<file path="src/rtl/fetch_controller.sv">
// fetch_controller
//   Owns the fetch PC and sequences a combinationally-read 16-bit instruction
//   memory. After reset it reads a two-word reset vector (high word at
//   RST_VEC, low word at RST_VEC+1), then fetches one word per cycle. A word
//   with bit IMM_BIT set is held for one cycle and merged with the following
//   immediate word into a single registered IF/ID record.
//
//   Ports
//     clk           rising-edge clock
//     rst           asynchronous active-high reset
//     mem_addr_o    read address to instruction memory (combinational)
//     mem_data_i    word returned for mem_addr_o
//     stall_i       hold PC, FSM, held word and IF/ID outputs
//     redirect_i    branch/jump taken, refetch from redirect_pc_i
//     redirect_pc_i new fetch address
//     if_valid_o    IF/ID record carries a real instruction
//     if_instr_o    first instruction word
//     if_imm_o      immediate word (0 for one-word instructions)
//     if_pc_o       address of if_instr_o
module fetch_controller #(
  parameter int unsigned       ADDR_W  = 32,
  parameter logic [ADDR_W-1:0] RST_VEC = '0,
  parameter int unsigned       IMM_BIT = 0
) (
  input  logic              clk,
  input  logic              rst,
  output logic [ADDR_W-1:0] mem_addr_o,
  input  logic [15:0]       mem_data_i,
  input  logic              stall_i,
  input  logic              redirect_i,
  input  logic [ADDR_W-1:0] redirect_pc_i,
  output logic              if_valid_o,
  output logic [15:0]       if_instr_o,
  output logic [15:0]       if_imm_o,
  output logic [ADDR_W-1:0] if_pc_o
);

  typedef enum logic [1:0] {RST_HI, RST_LO, FETCH, FETCH_IMM} state_e;

  state_e            state_q, state_d;
  logic [ADDR_W-1:0] pc_q, pc_d;
  logic [15:0]       hold_q, hold_d;
  logic [ADDR_W-1:0] hold_pc_q, hold_pc_d;
  logic              vld_q, vld_d;
  logic [15:0]       instr_q, instr_d;
  logic [15:0]       imm_q, imm_d;
  logic [ADDR_W-1:0] ipc_q, ipc_d;

  // Reset-vector word placement. Casting to ADDR_W truncates or zero-extends,
  // so narrow PCs simply drop the bits that do not fit (the whole high word
  // when ADDR_W <= 16).
  logic [ADDR_W-1:0] md_w, mask_lo, pc_hi_ld, pc_lo_ld, pc_inc;

  assign md_w     = ADDR_W'(mem_data_i);
  assign mask_lo  = ADDR_W'(16'hFFFF);
  assign pc_hi_ld = (pc_q & mask_lo) | (md_w << 16);
  assign pc_lo_ld = (pc_q & ~mask_lo) | md_w;
  assign pc_inc   = pc_q + ADDR_W'(1);  // wraps silently at all-ones

  always_comb begin
    case (state_q)
      RST_HI:  mem_addr_o = RST_VEC;
      RST_LO:  mem_addr_o = RST_VEC + ADDR_W'(1);
      default: mem_addr_o = pc_q;
    endcase
  end

  always_comb begin
    state_d   = state_q;
    pc_d      = pc_q;
    hold_d    = hold_q;
    hold_pc_d = hold_pc_q;
    vld_d     = vld_q;
    instr_d   = instr_q;
    imm_d     = imm_q;
    ipc_d     = ipc_q;
    case (state_q)
      // stall/redirect are ignored while the vector loads
      RST_HI: begin
        pc_d    = pc_hi_ld;
        state_d = RST_LO;
      end
      RST_LO: begin
        pc_d    = pc_lo_ld;
        state_d = FETCH;
      end
      default: begin
        if (redirect_i) begin
          // a half-fetched two-word instruction is simply abandoned
          pc_d    = redirect_pc_i;
          state_d = FETCH;
          vld_d   = 1'b0;
        end else if (!stall_i) begin
          pc_d = pc_inc;
          if (state_q == FETCH_IMM) begin
            instr_d = hold_q;
            imm_d   = mem_data_i;
            ipc_d   = hold_pc_q;
            vld_d   = 1'b1;
            state_d = FETCH;
          end else if (mem_data_i[IMM_BIT]) begin
            hold_d    = mem_data_i;
            hold_pc_d = pc_q;
            vld_d     = 1'b0;   // bubble while the immediate is read
            state_d   = FETCH_IMM;
          end else begin
            instr_d = mem_data_i;
            imm_d   = '0;
            ipc_d   = pc_q;
            vld_d   = 1'b1;
          end
        end
      end
    endcase
  end

  always_ff @(posedge clk or posedge rst) begin
    if (rst) begin
      state_q   <= RST_HI;
      pc_q      <= '0;
      hold_q    <= '0;
      hold_pc_q <= '0;
      vld_q     <= 1'b0;
      instr_q   <= '0;
      imm_q     <= '0;
      ipc_q     <= '0;
    end else begin
      state_q   <= state_d;
      pc_q      <= pc_d;
      hold_q    <= hold_d;
      hold_pc_q <= hold_pc_d;
      vld_q     <= vld_d;
      instr_q   <= instr_d;
      imm_q     <= imm_d;
      ipc_q     <= ipc_d;
    end
  end

  assign if_valid_o = vld_q;
  assign if_instr_o = instr_q;
  assign if_imm_o   = imm_q;
  assign if_pc_o    = ipc_q;

endmodule

</file>
<file path="config.mk">
export PLATFORM = sky130hd
export DESIGN_NAME = fetch_controller
export DESIGN_NICKNAME = d
export VERILOG_FILES = /design/src/rtl/fetch_controller.sv
export SDC_FILE = /design/constraint.sdc
export NUM_CORES = 1
export LEC_CHECK = 0
export BUFFER_PORTS_ARGS = -buffer_cell sky130_fd_sc_hd__buf_2
export CORE_MARGIN = 2
export CORE_UTILIZATION = 60
export DETAILED_ROUTE_END_ITERATION = 12
export GPL_TIMING_DRIVEN = 0
export PLACE_DENSITY = 0.86
export SYNTH_ARGS = -nofsm -noshare
export SYNTH_HDL_FRONTEND = slang
export SYNTH_SLANG_ARGS = --single-unit
</file>
<file path="constraint.sdc">
create_clock -name clk -period 11.65 [get_ports clk]
set_input_delay 0.5825 -clock clk [delete_from_list [all_inputs] [get_ports clk]]
set_output_delay 0.5825 -clock clk [all_outputs]
set_load 0.01 [all_outputs]
</file>
* Yosys cells after proc, flatten, opt, wreduce, memory -nomap -nowiden
Cells that the tools add are included.
** Word-level totals
- Logic and storage cells :: 46
- Flip-flop bits (word level) :: 147
** Operators by class
- Equal/unequal tests :: 5
- Multiplexer cells :: 19
- Add/subtract/negate cells :: 1
- Reduce and logical (&&, ||, !) cells :: 7
- Bitwise operators :: 6
** Operators with widths (number)
- $mux W32 :: 4
- $pmux W32 S2 :: 2
- $mux W16 :: 4
- $add A32 B1 Y32 const B :: 1
- $or A16 B32 Y32 :: 1
- $or A32 B16 Y32 :: 1
- $mux W2 :: 4
- $reduce_and A5 Y1 :: 1
- $reduce_bool A5 Y1 :: 1
- $mux W1 :: 4
- $ne A2 B1 Y1 const B :: 2
- $ne A4 B1 Y1 const B :: 1
- $not A1 Y1 :: 4
- $pmux W2 S2 :: 1
- $reduce_and A2 Y1 :: 2
- $reduce_and A4 Y1 :: 1
- $eq A2 B1 Y1 const B :: 1
- $eq A2 B2 Y1 const B :: 1
- $logic_not A2 Y1 :: 1
- $reduce_or A2 Y1 :: 1

* Longest topological paths before layout
Gate-level depths: netlist of run 1.
- Depth in word-level cells :: 5
- Depth in mapped cells :: 8
- Mapped depth without buffers :: 6

* Least setup slack after synthesis of run 1
No wires, ideal clock.
- Path kind :: input port to flip-flop
- From :: input redirect_i
- To :: register hold_pc_q[10]
- Arrival time :: 2153 ps
- Stages on the path :: 8
- Library setup time :: 125 ps
- Required time :: 11525 ps
- Setup slack :: 9372 ps
- Cells stage by stage :: buf_2 nor2b_1 nand2b_1 clkbuf_1 nor2_1 buf_2 buf_4 mux2_2
** On the way
- Cells in the longest elaborated chain, start to end :: 2
** Ends and longest elaborated chain
- start, declared :: RTL line 30 : input logic redirect_i,
- $not A1 Y1 (no source line)
- $reduce_and A5 Y1 (no source line)
- end signal, assigned :: RTL line 131 : hold_pc_q <= hold_pc_d;
- end, declared :: RTL line 43 : logic [ADDR_W-1:0] hold_pc_q, hold_pc_d;
No other way between the ends.
A chain may end at the register's enable or synchronous reset.

* Worst setup path after layout of run 1
- From :: register state_q[1]
- To :: output mem_addr_o[29]
** On the way
- Cells in the longest elaborated chain, start to end :: 2
- Elaborated cells between the ends (all ways) :: 3
- Those cells by class :: eq/ne: 1; mux: 1; reduce/logical: 1
** Ends and longest elaborated chain
- start, declared :: RTL line 40 : state_e state_q, state_d;
- start signal, assigned :: RTL line 128 : state_q <= state_d;
- $eq A2 B1 Y1 or $logic_not A2 Y1 (tied branches) :: RTL line 61 : case (state_q)
- $pmux W32 S2 (*) :: RTL line 61
- end, declared :: RTL line 27 : output logic [ADDR_W-1:0] mem_addr_o,
Mark *: on every way between the ends. The rest lies on a longest branch, timed or not.

==> impl_results.md, run 1 <==
- Status: completed
- Top cells by area, synth: dfrtp_1 51%, nand2_1 8.1%, mux2_2 7.9%, a31oi_1 4.6%, nor2_1 4.0%
- First-pass GRT wire length: 35,800 µm
- Placed cells: 1,076
- GRT overflow: 0
- Die width: 114 µm
- CP Launch Type: register
- Reg2reg setup slack: 8870 ps
- Post-CTS setup buffers: 0
- Post-route ant nets: 0
- Worst setup EP type: primary output
- CORE AREA: 0.0119 mm²
- Clock transition at path regs: 60 ps
- Initial core utilization: 61.1%
- Clock buffer depth: 2
- Max_slew headroom: 50.6%
- Total clock sinks: 147
- Nets: 1,001
- Fin. Hold Viols: 0
- Die Area: 0.0130 mm²
- Pin count of the biggest net entering global routing: 103
- Iter 0 DRT Violations: 781
- Syn Area/Cell: 9.32 µm²
- Pwr Density: 192 mW/mm²
- Routability Congestion: 0.983
- Vias in the first global route: 6,562
- Async SR Flop Fraction: 100%
- Routed length per instance: 20.9 µm
- Max-capacitance violation count: 0
- CP max stage delay: 620 ps
- Post-synthesis instance total: 781
- FF-to-FF path depth: 7
- Worst-path cell chain: clkbuf_1, clkbuf_1, clkbuf_1, and2_1, buf_2
- Setup CP Type: reg -> out
- Leak: 4.08 nW
- Worst hold slack: 174 ps
- Most used DFF post-synth: dfrtp_1
- Number of port buffers: 147
- Gr usage total: 36.6%
- WP data arrival: 2580 ps
- Setup TNS: 0 ps
- Residual DRC count: 0
- Maximum clock frequency: 0.316 GHz
- Die Height: 114 µm
- Detailed placement HPWL: 15,700 µm
- Final min period: 3160 ps
- IO Pins: 149
- Cell area after synthesis: 0.00728 mm²
- Area leader, netlist: dfrtp_1
- Clk_lat worst skew: 430 ps
- Final wirelength: 23,100 µm
- Yosys reg bits: 147
- Routed via count: 6,961
- RR Endpoint: hold_pc_q[8]
- Post-Syn Nets: 834
- Site row count: 40
- Post-CTS Hold Fix Bufs: 0
- Synth warnings: 0
- Max Slew Vio Count: 0
- Post-synth EDFFs: 0
- CTS tree: built
- Measured slew at the worst slew-check pin: 740 ps
- RSZ-0062 raised after global routing: no
- Register area share after synthesis: 50.5%
- Top-area cell type share of the netlist area: 50.5%
- CTS root buffer: clkbuf_16
- Post-cts resize count: 0
- Most frequent CP cell: clkbuf_1
- Clk_skew: 6.93 ps
- Fin cells: 1,108
- FILL cells: 880
- Worst path slowest cell: clkbuf_1
- Layout cells sized above 1: 26.7%
- Synth-to-Final Area Change: 22.3%
- Fin crit share: 27.1%
- Hold Crit Class: in -> async
- Router iterations before antenna repair: 9
- Worst EP required: 11,070 ps
- Final setup fails: 0
- Max FO, Critical Path: 10
- Initial antenna violation count: 0
- Distinct cells, synth: 56
- Inserted Clock Buffers: 17
- Diodes inserted: 0
- Vias per cell: 6.28
- VDD IR max: 0.000130 V
- H-tree levels: 4
- Worst r2r src: state_q[1]
[report_power, final]
group	total, mW	switching [mW]	internal [mW]	leakage (nW)
logic	0.376	0.208	0.167	2.01
clock network	0.618	0.211	0.408	0.329
registers	0.713	0.0818	0.631	1.74
total	1.71	0.501	1.21	4.08
[how the worst max path moves through the flow]
| stage | start | end | depth (start not counted) |
|---|---|---|---|
| detailed placement | redirect_i | if_instr_o[7] | 7 |
| global route | state_q[1] | mem_addr_o[29] | 5 |
| finish | state_q[1] | mem_addr_o[29] | 5 |
| global placement | rst | if_instr_o[11] | 2 |
| CTS | state_q[1] | mem_addr_o[29] | 5 |
| floorplan | rst | hold_pc_q[0] | 1 |
[critical path, delay by kind of cell (launching register included)]
family / cells / cell delay [ps]
buffers and inverters: 4 / 1520
flip-flops: 1 / 410
AND/OR/NAND/NOR: 1 / 230
[cells in the mapped netlist (all sizes together), types with 4 or more instances]
master / n
a21oi: 22
o211ai: 4
nand2: 158
mux2i: 8
mux2: 51
o311ai: 5
nand2b: 6
o21ai: 21
inv: 8
nand3: 29
a222oi: 5
and3: 4
buf: 18
nor3: 6
clkbuf: 43
a31oi: 54
dfrtp: 147
and2: 34
nor2: 78
xor2: 6
o22ai: 6
nand4: 11
a22oi: 9
nor4: 8
[cells in the final DEF (no fill, tap or decap), types with 4 or more instances in the layout]
| master | netlist | layout |
|---|---|---|
| o22ai_1 | 6 | 6 |
| bufinv_16 | 0 | 5 |
| a222oi_1 | 5 | 5 |
| mux2i_1 | 8 | 8 |
| inv_1 | 8 | 7 |
| nand4_1 | 10 | 10 |
| and2_1 | 32 | 32 |
| nor3_1 | 6 | 6 |
| xor2_1 | 6 | 6 |
| nand2b_1 | 6 | 6 |
| a22oi_1 | 9 | 9 |
| o21ai_0 | 21 | 21 |
| nand3_1 | 29 | 29 |
| nand2_1 | 157 | 157 |
| nor2_1 | 78 | 78 |
| and3_1 | 4 | 4 |
| dfrtp_1 | 147 | 147 |
| o211ai_1 | 4 | 4 |
| nor4_1 | 5 | 5 |
| clkbuf_8 | 0 | 5 |
| mux2_2 | 51 | 51 |
| o311ai_0 | 5 | 5 |
| a21oi_1 | 22 | 22 |
| clkbuf_1 | 41 | 42 |
| clkbuf_16 | 0 | 17 |
| a31oi_1 | 54 | 54 |
| buf_2 | 14 | 161 |
[cells by family (layout without fill, tap and decap cells)]
| family | after synthesis | count (layout) | share of synthesized area, % |
|---|---|---|---|
| AOI/OAI and AO/OA | 146 | 146 | 13.1 |
| xor gates and xnor gates | 8 | 8 | 0.962 |
| adders and majority gates | 1 | 1 | 0.172 |
| buffers and inverters | 70 | 250 | 3.99 |
| DFF | 147 | 147 | 50.5 |
| muxes | 59 | 59 | 8.99 |
| and+or+nand+nor | 350 | 350 | 22.3 |
[layer usage]
metal / routed length (µm) / global-route usage [%]
met5: 0 / 0
met3: 2560 / 9.21
met1: 9000 / 49.4
met4: 973 / 17.1
met2: 10600 / 56.0
[per-stage QoR]
stage                     setup slack, ps  power (mW)  cell area, µm²  utilization [%]
after floorplan                      7120       0.935            7280                -
after global placement               5550        1.07            8200             68.9
after detailed placement             8640        1.09            8230             69.1
after CTS                            8560        1.70            8900             74.8
after global routing                 8370        1.78            8900             74.8
final                                8490        1.71            8900             74.8
[flip-flops by register name, summed over array words and instances, names as in the netlist]
name	count
hold_pc_q	32
hold_q	16
state_q	2
if_pc_o	32
pc_q	32
if_instr_o	16
if_imm_o	16
if_valid_o	1
[cell type report]
| type | instances | area, µm² | share of cell area, % |
|---|---|---|---|
| Timing Repair Buffer | 148 | 763 | 8.57 |
| Buffer | 61 | 256 | 2.88 |
| Inverter | 9 | 38.8 | 0.436 |
| Sequential cell | 147 | 3680 | 41.3 |
| Clock buffer | 23 | 498 | 5.59 |
| Tap cell | 147 | 184 | 2.07 |
| Multi-Input combinational cell | 564 | 3310 | 37.2 |
| Clock inverter | 9 | 173 | 1.94 |
Note: power is estimated with default switching activity, not from simulation.
==> inputs of run 2 (changes only) <==
Settings changed: CORE_UTILIZATION 60 to 50, PLACE_DENSITY 0.86 to 0.77.
Clock period 11.65 ns to 2.6 ns, I/O delays scaled along.
==> run 2 against run 1 <==
Net effect: power grew to 4.3 times the previous value; die area rose by 19%; register-to-register slack worse by 8800 ps; first-iteration DRC count down 14%; non-clock buffer count increased by 17; critical path type is now reg -> reg; utilization down 12 points; sequential share of layout area fell by 0.77 points; critical endpoint is now hold_pc_q[9]; setup slack worse by 8400 ps; combinational power grew to 4.5 times the previous value; critical path depth is 2 higher; sequential power increased to 4.5 times the previous value; highest routed layer unchanged; routed wire length shrank 0.54%.
==> impl_results.md, run 2 (synthesized netlist as in run 1, its figures left out) <==
- IO Pins: 149
- Hold Crit Class: in -> reg
- Max_slew headroom: 49.5%
- Maximum clock frequency: 0.403 GHz
- Routability Congestion: 0.987
- GRT overflow: 0
- Initial antenna violation count: 1
- Met1 global-route usage: 41.8%
- H-tree levels: 4
- Detailed placement HPWL: 16,200 µm
- Synth-to-Final Area Change: 24.6%
- Die width: 125 µm
- Layout cells sized above 1: 27.2%
- Status: completed
- CTS root buffer: clkbuf_16
- GR Util met2: 45.8%
- Residual DRC count: 0
- Clk_lat worst skew: 440 ps
- Setup TNS: 0 ps
- Routed via count: 6,886
- Max FO, Critical Path: 10
- Post-route ant nets: 0
- Measured slew at the worst slew-check pin: 758 ps
- Clock buffer depth: 2
- CORE AREA: 0.0144 mm²
- Leak: 4.13 nW
- Max Slew Vio Count: 0
- RSZ-0062 raised after global routing: no
- Fin. Hold Viols: 0
- Final core occ: 63.2%
- VDD IR max: 0.000423 V
- Setup CP Type: reg -> reg
- Vias in the first global route: 6,576
- Post-CTS setup buffers: 0
- CTS tree: built
- Worst EP required: 2910 ps
- Die Height: 125 µm
- Worst setup EP type: register
- Iter 0 DRT Violations: 672
- Die Area: 0.0155 mm²
- Gr usage total: 30.4%
- Pin count of the biggest net entering global routing: 43
- Clock transition at path regs: 60 ps
- Worst hold slack: 14.1 ps
- Initial core utilization: 50.7%
- Router iterations before antenna repair: 6
- Commonest non-fill, non-tap cell in the layout: buf_2
- Final wirelength: 23,000 µm
- Total clock sinks: 147
- Site row count: 44
- Nets: 1,018
- Clk_skew: 8.39 ps
- Inserted Clock Buffers: 17
- Commonest cells after routing, fill and taps aside: 161 x buf_2, 157 x nand2_1, 147 x dfrtp_1
- Number of port buffers: 147
- Fin crit share: 95.6%
- WP data arrival: 2800 ps
- FILL cells: 1,221
- Final min period: 2480 ps
- Pwr Density: 807 mW/mm²
- Vias per cell: 5.92
- Routed length per instance: 19.8 µm
- Met3 Usage GRT: 7.65%
- CP Launch Type: register
- Busiest layer in global routing: met2
- Final setup fails: 0
- Max-capacitance violation count: 0
- First-pass GRT wire length: 36,600 µm
[run 2: changes by cell type in the layout (fill, tap and decap cells not counted), moves of 3 or more]
cell / previous run / this run
clkbuf_2: 2 / 6
dlygate4sd3_1: 0 / 15
bufinv_16: 5 / 2
buf_12: 0 / 4
clkbuf_8: 5 / 1
clkinvlp_4: 1 / 4
clkbuf_1: 42 / 37
[run 2: path summary, 6_finish.rpt]
| path | cells after the start | slack, ps | to | start |
|---|---|---|---|---|
| hold / removal | 3 | 10 | pc_q[9] | redirect_pc_i[9] |
| setup / recovery | 7 | 120 | hold_pc_q[9] | state_q[1] |
| min in group asynchronous | 3 | 210 | if_pc_o[26] | rst |
| max in group asynchronous | 6 | 1390 | if_pc_o[31] | rst |
| hold reg to reg | 2 | 460 | if_imm_o[6] | if_imm_o[6] |
| setup reg to reg | 7 | 120 | hold_pc_q[9] | state_q[1] |
[run 2: through the flow]
stage / total power [mW] / instances / setup slack, ps / cell area (µm²)
finish: 7.32 / 1163 / 116 / 9070
global route: 7.69 / 1163 / 26.1 / 9070
CTS: 7.32 / 1162 / 95.2 / 9060
detailed placement: 4.89 / 1116 / -58.5 / 8330
global placement: 4.81 / 1112 / -309 / 8250
floorplan: 4.19 / 781 / 623 / 7290
[run 2: what timing repair did]
action | 4_1_cts | 5_1_grt
resized for setup | 4 | 4
endpoints found under the hold margin | 61 | 0
setup endpoints to repair | 70 | 46
hold buffers | 15 | 0
[run 2: final cells by class]
cell class,count,area (µm²),share of cell area (%)
multi-input combinational,564,3330,36.6
buffer,60,258,2.84
inverter,9,37.5,0.414
clock inverter,13,134,1.48
tap,184,230,2.54
sequential,147,3680,40.5
antenna,1,2.50,0.0276
timing repair buffer,166,966,10.6
clock buffer,19,443,4.88
[run 2: worst max-delay path, cell delays in order (launching register included)]
cell      delay (ps)
dfrtp_1          410
nor2b_2          400
nand2b_1          90
clkbuf_1         240
nor2_1           260
buf_2            350
buf_4            260
mux2_2           350
[run 2: layer usage]
metal  part of all wire (%)  up-vias
met2                     45      406
met3                    9.5       68
met4                    4.4        0
li1                       -     3114
met1                     41     3298
met5                      0        -
[run 2: where the power goes]
part,switching [mW],internal (mW),leakage [nW]
clock network,1.00,1.43,0.279
logic,0.936,0.773,2.11
registers,0.348,2.83,1.74
total,2.29,5.03,4.13
